`src/rtl/fp_issue_scoreboard.sv`:
```
`default_nettype none
// ============================================================================
// Module   : fp_issue_scoreboard
// Purpose  : Issue/writeback controller between FP decode and the FPU.
//            Tracks up to DEPTH in-flight ops by tag, blocks RAW/WAW hazards
//            on FP registers, accepts out-of-order completions, registers
//            writebacks and accrues sticky fflags.
// Revision : 1.0 - initial release
// ============================================================================
module fp_issue_scoreboard #(
  parameter int FLEN      = 32,
  parameter int DEPTH     = 4,
  parameter int NUM_FREGS = 32,
  parameter int TAG_W     = $clog2(DEPTH)
) (
  input  logic                         clk_i,
  input  logic                         rst_i,
  // core-side request
  input  logic                         req_valid_i,
  output logic                         req_ready_o,
  input  logic [2:0][4:0]              req_rs_i,
  input  logic [2:0]                   req_rs_used_i,
  input  logic [4:0]                   req_rd_i,
  input  logic                         req_rd_int_i,
  input  logic                         req_wr_en_i,
  // FPU issue side
  output logic                         fpu_valid_o,
  input  logic                         fpu_ready_i,
  output logic [TAG_W-1:0]             fpu_tag_o,
  // FPU result side
  input  logic                         fpu_out_valid_i,
  input  logic [TAG_W-1:0]             fpu_tag_i,
  input  logic [FLEN-1:0]              fpu_result_i,
  input  logic [4:0]                   fpu_status_i,
  // control
  input  logic                         flush_i,
  // writeback
  output logic                         wb_valid_o,
  output logic                         wb_int_o,
  output logic [4:0]                   wb_rd_o,
  output logic [FLEN-1:0]              wb_data_o,
  // status
  output logic [4:0]                   fflags_o,
  input  logic                         fflags_clr_i,
  output logic [$clog2(DEPTH+1)-1:0]   inflight_cnt_o,
  output logic                         busy_o
);

  localparam int CNT_W = $clog2(DEPTH+1);

  // --------------------------------------------------------------------------
  // State
  // --------------------------------------------------------------------------
  logic [DEPTH-1:0]        alloc_q,    alloc_d;
  logic [DEPTH-1:0][4:0]   slot_rd_q,  slot_rd_d;
  logic [DEPTH-1:0]        slot_int_q, slot_int_d;
  logic [DEPTH-1:0]        slot_wr_q,  slot_wr_d;
  logic [NUM_FREGS-1:0]    sb_q,       sb_d;
  logic                    wb_valid_q, wb_valid_d;
  logic                    wb_int_q,   wb_int_d;
  logic [4:0]              wb_rd_q,    wb_rd_d;
  logic [FLEN-1:0]         wb_data_q,  wb_data_d;
  logic [4:0]              fflags_q,   fflags_d;
  logic [CNT_W-1:0]        cnt_q,      cnt_d;

  // --------------------------------------------------------------------------
  // Combinational helpers
  // --------------------------------------------------------------------------
  logic [31:0]             sb_full;
  logic                    raw_hit;
  logic                    waw_hit;
  logic                    hazard;
  logic                    any_free;
  logic [TAG_W-1:0]        free_idx;
  logic                    can_issue;
  logic                    fire;
  logic                    cpl;
  logic                    cpl_wb;
  logic                    cpl_sb_clr;
  logic [4:0]              cpl_rd;
  logic [NUM_FREGS-1:0]    sb_set;
  logic [NUM_FREGS-1:0]    sb_clr;

  // Register indices beyond NUM_FREGS read as "never busy".
  for (genvar r = 0; r < 32; r++) begin : g_sb_pad
    if (r < NUM_FREGS) begin : g_tracked
      assign sb_full[r] = sb_q[r];
    end else begin : g_untracked
      assign sb_full[r] = 1'b0;
    end
  end

  // RAW check across the three source operands.
  always_comb begin
    raw_hit = 1'b0;
    for (int s = 0; s < 3; s++) begin
      if (req_rs_used_i[s] && sb_full[req_rs_i[s]]) raw_hit = 1'b1;
    end
  end

  // Integer destinations are interlocked by the core, so only FP rd is checked.
  assign waw_hit = req_wr_en_i & ~req_rd_int_i & sb_full[req_rd_i];
  assign hazard  = raw_hit | waw_hit;

  // Lowest-index free slot from the start-of-cycle allocation vector.
  always_comb begin
    any_free = 1'b0;
    free_idx = '0;
    for (int i = DEPTH-1; i >= 0; i--) begin
      if (!alloc_q[i]) begin
        any_free = 1'b1;
        free_idx = TAG_W'(i);
      end
    end
  end

  assign can_issue   = req_valid_i & ~hazard & any_free & ~flush_i;
  assign fpu_valid_o = can_issue;
  assign req_ready_o = can_issue & fpu_ready_i;
  assign fire        = req_ready_o;
  assign fpu_tag_o   = free_idx;

  // Results for unallocated tags and results racing a flush are dropped.
  assign cpl        = fpu_out_valid_i & alloc_q[fpu_tag_i] & ~flush_i;
  assign cpl_wb     = cpl & slot_wr_q[fpu_tag_i];
  assign cpl_sb_clr = cpl & slot_wr_q[fpu_tag_i] & ~slot_int_q[fpu_tag_i];
  assign cpl_rd     = slot_rd_q[fpu_tag_i];

  // Per-register set on issue / clear on completion decode.
  for (genvar r = 0; r < NUM_FREGS; r++) begin : g_sb_next
    assign sb_set[r] = fire & req_wr_en_i & ~req_rd_int_i & (req_rd_i == 5'(r));
    assign sb_clr[r] = cpl_sb_clr & (cpl_rd == 5'(r));
  end

  assign sb_d = flush_i ? '0 : ((sb_q & ~sb_clr) | sb_set);

  // Slot table next state: free on completion, allocate on fire, wipe on flush.
  always_comb begin
    alloc_d    = alloc_q;
    slot_rd_d  = slot_rd_q;
    slot_int_d = slot_int_q;
    slot_wr_d  = slot_wr_q;
    if (cpl) begin
      alloc_d[fpu_tag_i] = 1'b0;
    end
    if (fire) begin
      alloc_d[free_idx]    = 1'b1;
      slot_rd_d[free_idx]  = req_rd_i;
      slot_int_d[free_idx] = req_rd_int_i;
      slot_wr_d[free_idx]  = req_wr_en_i;
    end
    if (flush_i) begin
      alloc_d = '0;
    end
  end

  // Writeback and fflags next state; wb payload holds when no new writeback.
  always_comb begin
    wb_valid_d = cpl_wb;
    wb_int_d   = wb_int_q;
    wb_rd_d    = wb_rd_q;
    wb_data_d  = wb_data_q;
    if (cpl_wb) begin
      wb_int_d  = slot_int_q[fpu_tag_i];
      wb_rd_d   = cpl_rd;
      wb_data_d = fpu_result_i;
    end
    fflags_d = (fflags_clr_i ? 5'b0 : fflags_q) | (cpl ? fpu_status_i : 5'b0);
  end

  // Registered occupancy count of the next allocation vector.
  always_comb begin
    cnt_d = '0;
    for (int i = 0; i < DEPTH; i++) begin
      cnt_d = cnt_d + CNT_W'(alloc_d[i]);
    end
  end

  // State registers with synchronous reset.
  always_ff @(posedge clk_i) begin
    if (rst_i) begin
      alloc_q    <= '0;
      slot_rd_q  <= '0;
      slot_int_q <= '0;
      slot_wr_q  <= '0;
      sb_q       <= '0;
      wb_valid_q <= 1'b0;
      wb_int_q   <= 1'b0;
      wb_rd_q    <= '0;
      wb_data_q  <= '0;
      fflags_q   <= '0;
      cnt_q      <= '0;
    end else begin
      alloc_q    <= alloc_d;
      slot_rd_q  <= slot_rd_d;
      slot_int_q <= slot_int_d;
      slot_wr_q  <= slot_wr_d;
      sb_q       <= sb_d;
      wb_valid_q <= wb_valid_d;
      wb_int_q   <= wb_int_d;
      wb_rd_q    <= wb_rd_d;
      wb_data_q  <= wb_data_d;
      fflags_q   <= fflags_d;
      cnt_q      <= cnt_d;
    end
  end

  assign wb_valid_o     = wb_valid_q;
  assign wb_int_o       = wb_int_q;
  assign wb_rd_o        = wb_rd_q;
  assign wb_data_o      = wb_data_q;
  assign fflags_o       = fflags_q;
  assign inflight_cnt_o = cnt_q;
  assign busy_o         = (|alloc_q) | wb_valid_q;

endmodule
`default_nettype wire

```
`config.mk`:
```
export PLATFORM = sky130hd
export DESIGN_NAME = fp_issue_scoreboard
export DESIGN_NICKNAME = d
export VERILOG_FILES = /design/src/rtl/fp_issue_scoreboard.sv
export SDC_FILE = /design/constraint.sdc
export NUM_CORES = 1
export LEC_CHECK = 0
export BUFFER_PORTS_ARGS = -buffer_cell sky130_fd_sc_hd__buf_2
export CAP_MARGIN = 20
export CORE_UTILIZATION = 50
export DETAILED_ROUTE_END_ITERATION = 7
export HOLD_SLACK_MARGIN = 0.02
export MAX_ROUTING_LAYER = met4
export PLACE_DENSITY = 0.73
export SYNTH_ARGS = -nofsm -noshare
export SYNTH_HDL_FRONTEND = slang
export SYNTH_SLANG_ARGS = --single-unit
```
`constraint.sdc`:
```
create_clock -name clk_i -period 4.7 [get_ports clk_i]
set_input_delay 0.94 -clock clk_i [delete_from_list [all_inputs] [get_ports clk_i]]
set_output_delay 0.94 -clock clk_i [all_outputs]
set_load 0.01 [all_outputs]
```
==> results of run 1 <==
how the worst min path moves through the flow:
stage | startpoint | endpoint | slack, ns | cells past startpoint
final | slot_rd_q[18]$_SDFFE_PP0P_ | slot_rd_q[18]$_SDFFE_PP0P_ | 0.48 | 2
after global routing | slot_rd_q[0]$_SDFFE_PP0P_ | slot_rd_q[0]$_SDFFE_PP0P_ | 0.50 | 2
after CTS | slot_rd_q[12]$_SDFFE_PP0P_ | slot_rd_q[12]$_SDFFE_PP0P_ | 0.48 | 2
after detailed placement | slot_rd_q[9]$_SDFFE_PP0P_ | slot_rd_q[9]$_SDFFE_PP0P_ | 0.47 | 2
after global placement | slot_rd_q[3]$_SDFFE_PP0P_ | slot_rd_q[3]$_SDFFE_PP0P_ | 0.46 | 2
after floorplan | slot_int_q[2]$_SDFFE_PP0P_ | slot_int_q[2]$_SDFFE_PP0P_ | 0.45 | 2
power groups by stage:
stage / logic [mW] / clock network (mW) / registers, mW
2_1_floorplan: 0.0990 / 0 / 0.967
3_3_place_gp: 0.146 / 0 / 0.967
3_5_place_dp: 0.150 / 0 / 0.968
4_1_cts: 0.151 / 0.866 / 0.945
5_1_grt: 0.163 / 0.906 / 0.946
6_report: 0.152 / 0.853 / 0.945
layout make-up:
cell class | count | area, um^2
timing repair buffer | 128 | 656
fill | 910 | 4270
multi-input combinational | 389 | 3350
sequential | 111 | 2220
tap | 140 | 175
clock buffer | 10 | 239
clock inverter | 6 | 98.8
inverter | 6 | 22.5
worst max-delay path, stage by stage:
cell and delay [ns]:
buf_2 0.20, mux4_1 0.58, mux4_2 0.47, nor2b_1 0.13, o22a_2 0.32, nand3_1 0.22
a21oi_1 0.24, fa_1 0.43, ha_1 0.20, ha_1 0.26, nor2b_1 0.12
cells in the final DEF (no fill, tap or decap), drive strengths merged, types with 2 or more instances in the layout:
cell type / synthesis / layout
o22ai: 2 / 2
mux2: 6 / 6
o211ai: 32 / 32
ha: 2 / 2
nor2: 56 / 56
mux2i: 75 / 75
and3b: 2 / 2
a21oi: 14 / 14
or3: 2 / 2
nand4: 3 / 3
o311ai: 2 / 2
nand3b: 6 / 6
o21ai: 6 / 6
nand2: 24 / 24
o31ai: 32 / 32
mux4: 38 / 38
nand3: 13 / 13
clkbuf: 22 / 10
and3: 3 / 3
nor3b: 2 / 2
dfxtp: 111 / 111
and2: 2 / 2
inv: 6 / 9
buf: 17 / 128
nand2b: 42 / 42
nor3: 2 / 2
nor2b: 14 / 14
bufinv: 0 / 2
metrics by stage:
| stage | worst slack [ns] | hold slack, ns | std cells |
|---|---|---|---|
| 2_1_floorplan | 0.630 | 0.446 | 545 |
| 3_3_place_gp | 0.478 | 0.455 | 774 |
| 3_5_place_dp | 0.426 | 0.466 | 774 |
| 4_1_cts | 0.781 | 0.481 | 790 |
| 5_1_grt | 0.551 | 0.500 | 790 |
| 6_report | 0.772 | 0.475 | 790 |
cell families after synthesis:
logic type | after synthesis | share of synthesized area [%]
simple gates | 172 | 15.8
mux | 119 | 29.4
flops | 111 | 38.4
compound gates | 95 | 11.8
buf+inv | 45 | 3.79
fa+ha+maj | 3 | 0.779
state kept, by name, indices dropped and copies added (netlist names):
register / cells
wb_valid_o: 1
sb_full: 32
slot_int_q: 4
alloc_q: 4
wb_data_o: 32
wb_rd_o: 5
slot_wr_q: 4
wb_int_o: 1
slot_rd_q: 20
inflight_cnt_o: 3
fflags_o: 5
per-layer routing:
metal	GRT usage, %	share of wire, %
met3	4.45	8.6
met2	44.5	47
met4	13.0	3.5
met5	-	0
met1	34.0	40
==> impl_metrics.yaml, run 1 <==
setup_path:
  crit_fanout: 8
  critPathArrivalTime_ns: 4.14
  rrSetupSlack_ns: 1.23
  startpoint: "req_rs_i[1]"
  crit-reg2reg-capture: "inflight_cnt_o[1]$_SDFF_PP0_"
  crit_type: "input pin to flop"
  worstSetupStartpointType: "input pin"
  critPathCaptureType: "flop"
  crit_required_ns: 4.91
  crit_path_end: "inflight_cnt_o[1]$_SDFF_PP0_"
  reg2regPathDepth: 10
  reg2reg_from: "sb_full[28]$_SDFF_PP0_"
logic_synthesis:
  synthArstFlopShare_pct: 0
  yosys_warnings: 0
  ys_ff_latch: 111
  yosysSeqAreaShare_pct: 38.4
  synthCells: 545
  synth_top_area_share_pct: 38.4
  synth.most_common_cell: "dfxtp_1"
  synth_cell_types: 46
  ys_top_cells_by_count: "111 x dfxtp_1, 75 x mux2i_1, 56 x nor2_1"
  synth_edf_count: 0
  avgSynthCellArea_um2: 10.6
  syn_area_um2: 5780
  synth_area_leader_cell: "dfxtp_1"
  ys_dominant_reg_cell: "dfxtp_1"
  synth_area_leaders: "dfxtp_1 38%, mux2i_1 13%, mux4_2 12%"
  syn_nets: 619
layout:
  fin_nets: 719
  syn_to_final_growth_pct: 16.9
  design_area_um2: 6760
  fin_util_pct: 61.3
  drive_gt1_share_pct: 29.5
  antenna_cells: 0
sta:
  fmax_mhz: 255
  tns_ns: 0
  period_minus_slack_ns: 3.93
  clock_skew_ns: 0.00703
  rsz0062_at_grt: "false"
  worst_pin_slew_ns: 0.712
  relSlewSlack_pct: 52.5
  setup_violations: 0
  slew_violations: 0
  min_period_over_period_pct: 83.6
  hold_violations: 0
floorplan:
  rows: 38
  ios: 123
  die_area_um2: 12000
  core_area_um2: 11000
  die_w_um: 110
  initial_core_util_pct: 52.4
  die_y_um: 110
drt:
  via_count: 4828
  drt_pass1_iterations: 7
  ant_nets: 0
  drc_errors: 0
  via_per_inst: 6.11
  drtIter0Drc: 280
  wl_per_cell_um: 19.7
  routed_wl_um: 15600
clocking:
  cts_setup_buffers: 0
  numCtsBuffers: 9
  cts_max_path_buffers: 2
  root_buffer: "clkbuf_16"
  h-tree-depth: 3
  cts_sinks: 111
  clkLatencyLatePin_ns: 0.35
  hold_buffers: 0
  clk_pin_slew_ns: 0.07
  cts_tree: "done"
  post_cts_resized: 0
status:
  status: "finished clean"
pwr:
  switching_share_pct: 23.3
  p_leak_nw: 3.11
  pwr-share-clk_pct: 43.7
  pwr-share-comb_pct: 7.8
  p_sw_uw: 453
  max-vdd-ir-drop_mv: 0.178
  p_per_area_nw_per_um2: 288
  p_total_mw: 1.95
  seq_power_share_pct: 48.5
  p_int_mw: 1.50
grt:
  overflow: 0
  grt_max_degree: 83
  first_global_vias: 4597
  track_usage_pct: 27.6
  antenna_found_initial: 0
  grt_pass1_wl_um: 24200
placed_design:
  dp_hpwl_um: 11100
  placed_cell_area_um2: 6420
  portBuffers: 122
  routabilityCongestion: 0.950
flow_run:
  cap_viol_max_count: 0
min_path:
  hp-class: "flop to flop"
(Power assumes the default switching activity.)
==> run 2, diff against run 1 <==
PLACE_DENSITY = 0.76   (was 0.73)
clock period = 3.45 ns   (was 4.7 ns; I/O delays follow)
==> run 2 against run 1 <==
  * Hold slack gained 0.0020 ns
  * Critical path type unchanged
  * Flip-flop and latch count is the same
  * Combinational power grew 59%
  * Via count grew 3.9%
==> impl_metrics.yaml, run 2 (synthesis results as in run 1) <==
grt:
  grt_max_degree: 71
  grt_pass1_wl_um: 25200
  first_global_vias: 4992
  track_usage_pct: 28.5
  antenna_found_initial: 0
  overflow: 0
clocking:
  cts_sinks: 111
  clk_pin_slew_ns: 0.07
  h-tree-depth: 3
  cts_max_path_buffers: 2
  numCtsBuffers: 9
  clkLatencyLatePin_ns: 0.35
  cts_tree: "done"
  hold_buffers: 0
  root_buffer: "clkbuf_16"
min_path:
  hp-class: "flop to flop"
  hold_end: "slot_rd_q[0]$_SDFFE_PP0P_"
  hold_depth: 2
  min_from: "slot_rd_q[0]$_SDFFE_PP0P_"
setup_path:
  path_cells: "buf_6 > mux4_2 > mux4_2 > nor2b_1 > o22a_2 > buf_12 > nand3_1 > a21oi_2 > fa_1 > ha_2 > ha_2 > nor2b_1"
  crit_fanout: 7
  reg2reg_from: "sb_full[15]$_SDFF_PP0_"
  slowest_delay_ns: 0.50
  crit_required_ns: 3.67
  critPathArrivalTime_ns: 3.56
  rrSetupSlack_ns: 0.22
  worst-path-stages: 12
  crit-reg2reg-capture: "inflight_cnt_o[1]$_SDFF_PP0_"
  cpLargestDelayFamily: "multiplexers"
  path_buf_inv: 2
  critPathCaptureType: "flop"
  crit_slowest_cell: "mux4_2"
  crit_type: "input pin to flop"
  reg2regPathDepth: 11
  worstSetupStartpointType: "input pin"
drt:
  routed_wl_um: 16000
  wl_per_cell_um: 19.6
  via_count: 5015
  ant_nets: 0
  drc_errors: 0
  via_per_inst: 6.15
  drtIter0Drc: 360
  drt_pass1_iterations: 5
floorplan:
  rows: 38
  die_w_um: 110
  ios: 123
  initial_core_util_pct: 52.4
  die_y_um: 110
  core_area_um2: 11000
  die_area_um2: 12000
sta:
  clock_skew_ns: 0.00842
  holdWs_ns: 0.477
  min_period_over_period_pct: 96.8
  timing.final.ws_setup_ns: 0.110
  worst_pin_slew_ns: 0.801
  hold_violations: 0
  rsz0062_at_grt: "false"
  fmax_mhz: 299
  period_minus_slack_ns: 3.34
  setup_violations: 0
  tns_ns: 0
  slew_violations: 0
  relSlewSlack_pct: 46.5
pwr:
  p_leak_nw: 3.18
  max-vdd-ir-drop_mv: 0.249
  p_per_area_nw_per_um2: 374
  p_total_mw: 2.60
layout:
  antenna_cells: 0
  design_area_um2: 6960
  syn_to_final_growth_pct: 20.3
  mostFrequentLayoutCell: "buf_2"
  fin_nets: 744
  drive_gt1_share_pct: 33.8
  regArea_um2: 2220
  layout_common_cells: "119 x buf_2, 111 x dfxtp_1, 74 x mux2i_1"
  multi_input_area_um2: 3360
  num-fill-cells: 910
status:
  status: "finished clean"
flow_run:
  cap_viol_max_count: 0
placed_design:
  place_ws_ns: -0.366
  routabilityCongestion: 1.01
  placed_cell_area_um2: 6590
  dp_hpwl_um: 11400
  portBuffers: 122
## run 2: changes by cell type in the layout (fill, tap and decap cells not counted), sizes merged
cell / before / now
buf: 128 / 153
bufinv: 2 / 1
clkbuf: 10 / 11
clkinv: 0 / 2
clkinvlp: 1 / 0
inv: 9 / 8
## run 2: worst max path at each step
stage / start / endpoint
final: req_rs_i[1] / inflight_cnt_o[1]$_SDFF_PP0_
after global routing: req_rs_i[1] / inflight_cnt_o[1]$_SDFF_PP0_
after CTS: req_rs_i[1] / inflight_cnt_o[1]$_SDFF_PP0_
after detailed placement: req_rs_i[5] / inflight_cnt_o[1]$_SDFF_PP0_
after global placement: req_rs_i[1] / inflight_cnt_o[1]$_SDFF_PP0_
after floorplan: req_rs_i[1] / inflight_cnt_o[1]$_SDFF_PP0_
## run 2: metal layers
| layer | global-route usage (%) | share of wire (%) | up-vias |
|---|---|---|---|
| met3 | 7.47 | 8.5 | 75 |
| li1 | - | - | 2272 |
| met4 | 14.5 | 4.1 | 0 |
| met5 | - | 0 | - |
| met2 | 45.1 | 49 | 298 |
| met1 | 33.6 | 38 | 2370 |
## run 2: worst register-to-register path: stages, from the launching register on
cell and delay [ns]:
dfxtp_1 0.38, mux4_2 0.49, mux4_2 0.46, nor2b_1 0.14, o22a_2 0.23, buf_12 0.13
nand3_1 0.10, a21oi_2 0.18, fa_1 0.43, ha_2 0.19, ha_2 0.24, nor2b_1 0.12
## run 2: area by class of cell
type	count	share of cell area, %
clock buffers	11	3.49
inverters	6	0.324
clock inverters	5	0.917
flip-flops and latches	111	31.9
well taps	140	2.52
multi-input cells	389	48.3
repair buffers	153	12.5
## run 2: per-stage QoR
stage / util [%] / cells
finish: 63.1 / 815
global route: 63.1 / 815
CTS: 62.8 / 815
detailed placement: 59.7 / 796
global placement: 59.7 / 796
floorplan: - / 545
## run 2: report_power, final
part / switching, mW / total (mW) / internal (mW)
sequential: 0.00318 / 1.29 / 1.28
clock: 0.483 / 1.07 / 0.592
combinational: 0.133 / 0.242 / 0.109
total: 0.618 / 2.60 / 1.99
## run 2: repair_timing
| item | CTS | global route |
|---|---|---|
| endpoints found under the setup margin | 3 | 5 |
| buffers inserted | 3 | 0 |
| pin swaps | 0 | 4 |
| gates cloned | 0 | 0 |
| resized for setup | 0 | 12 |
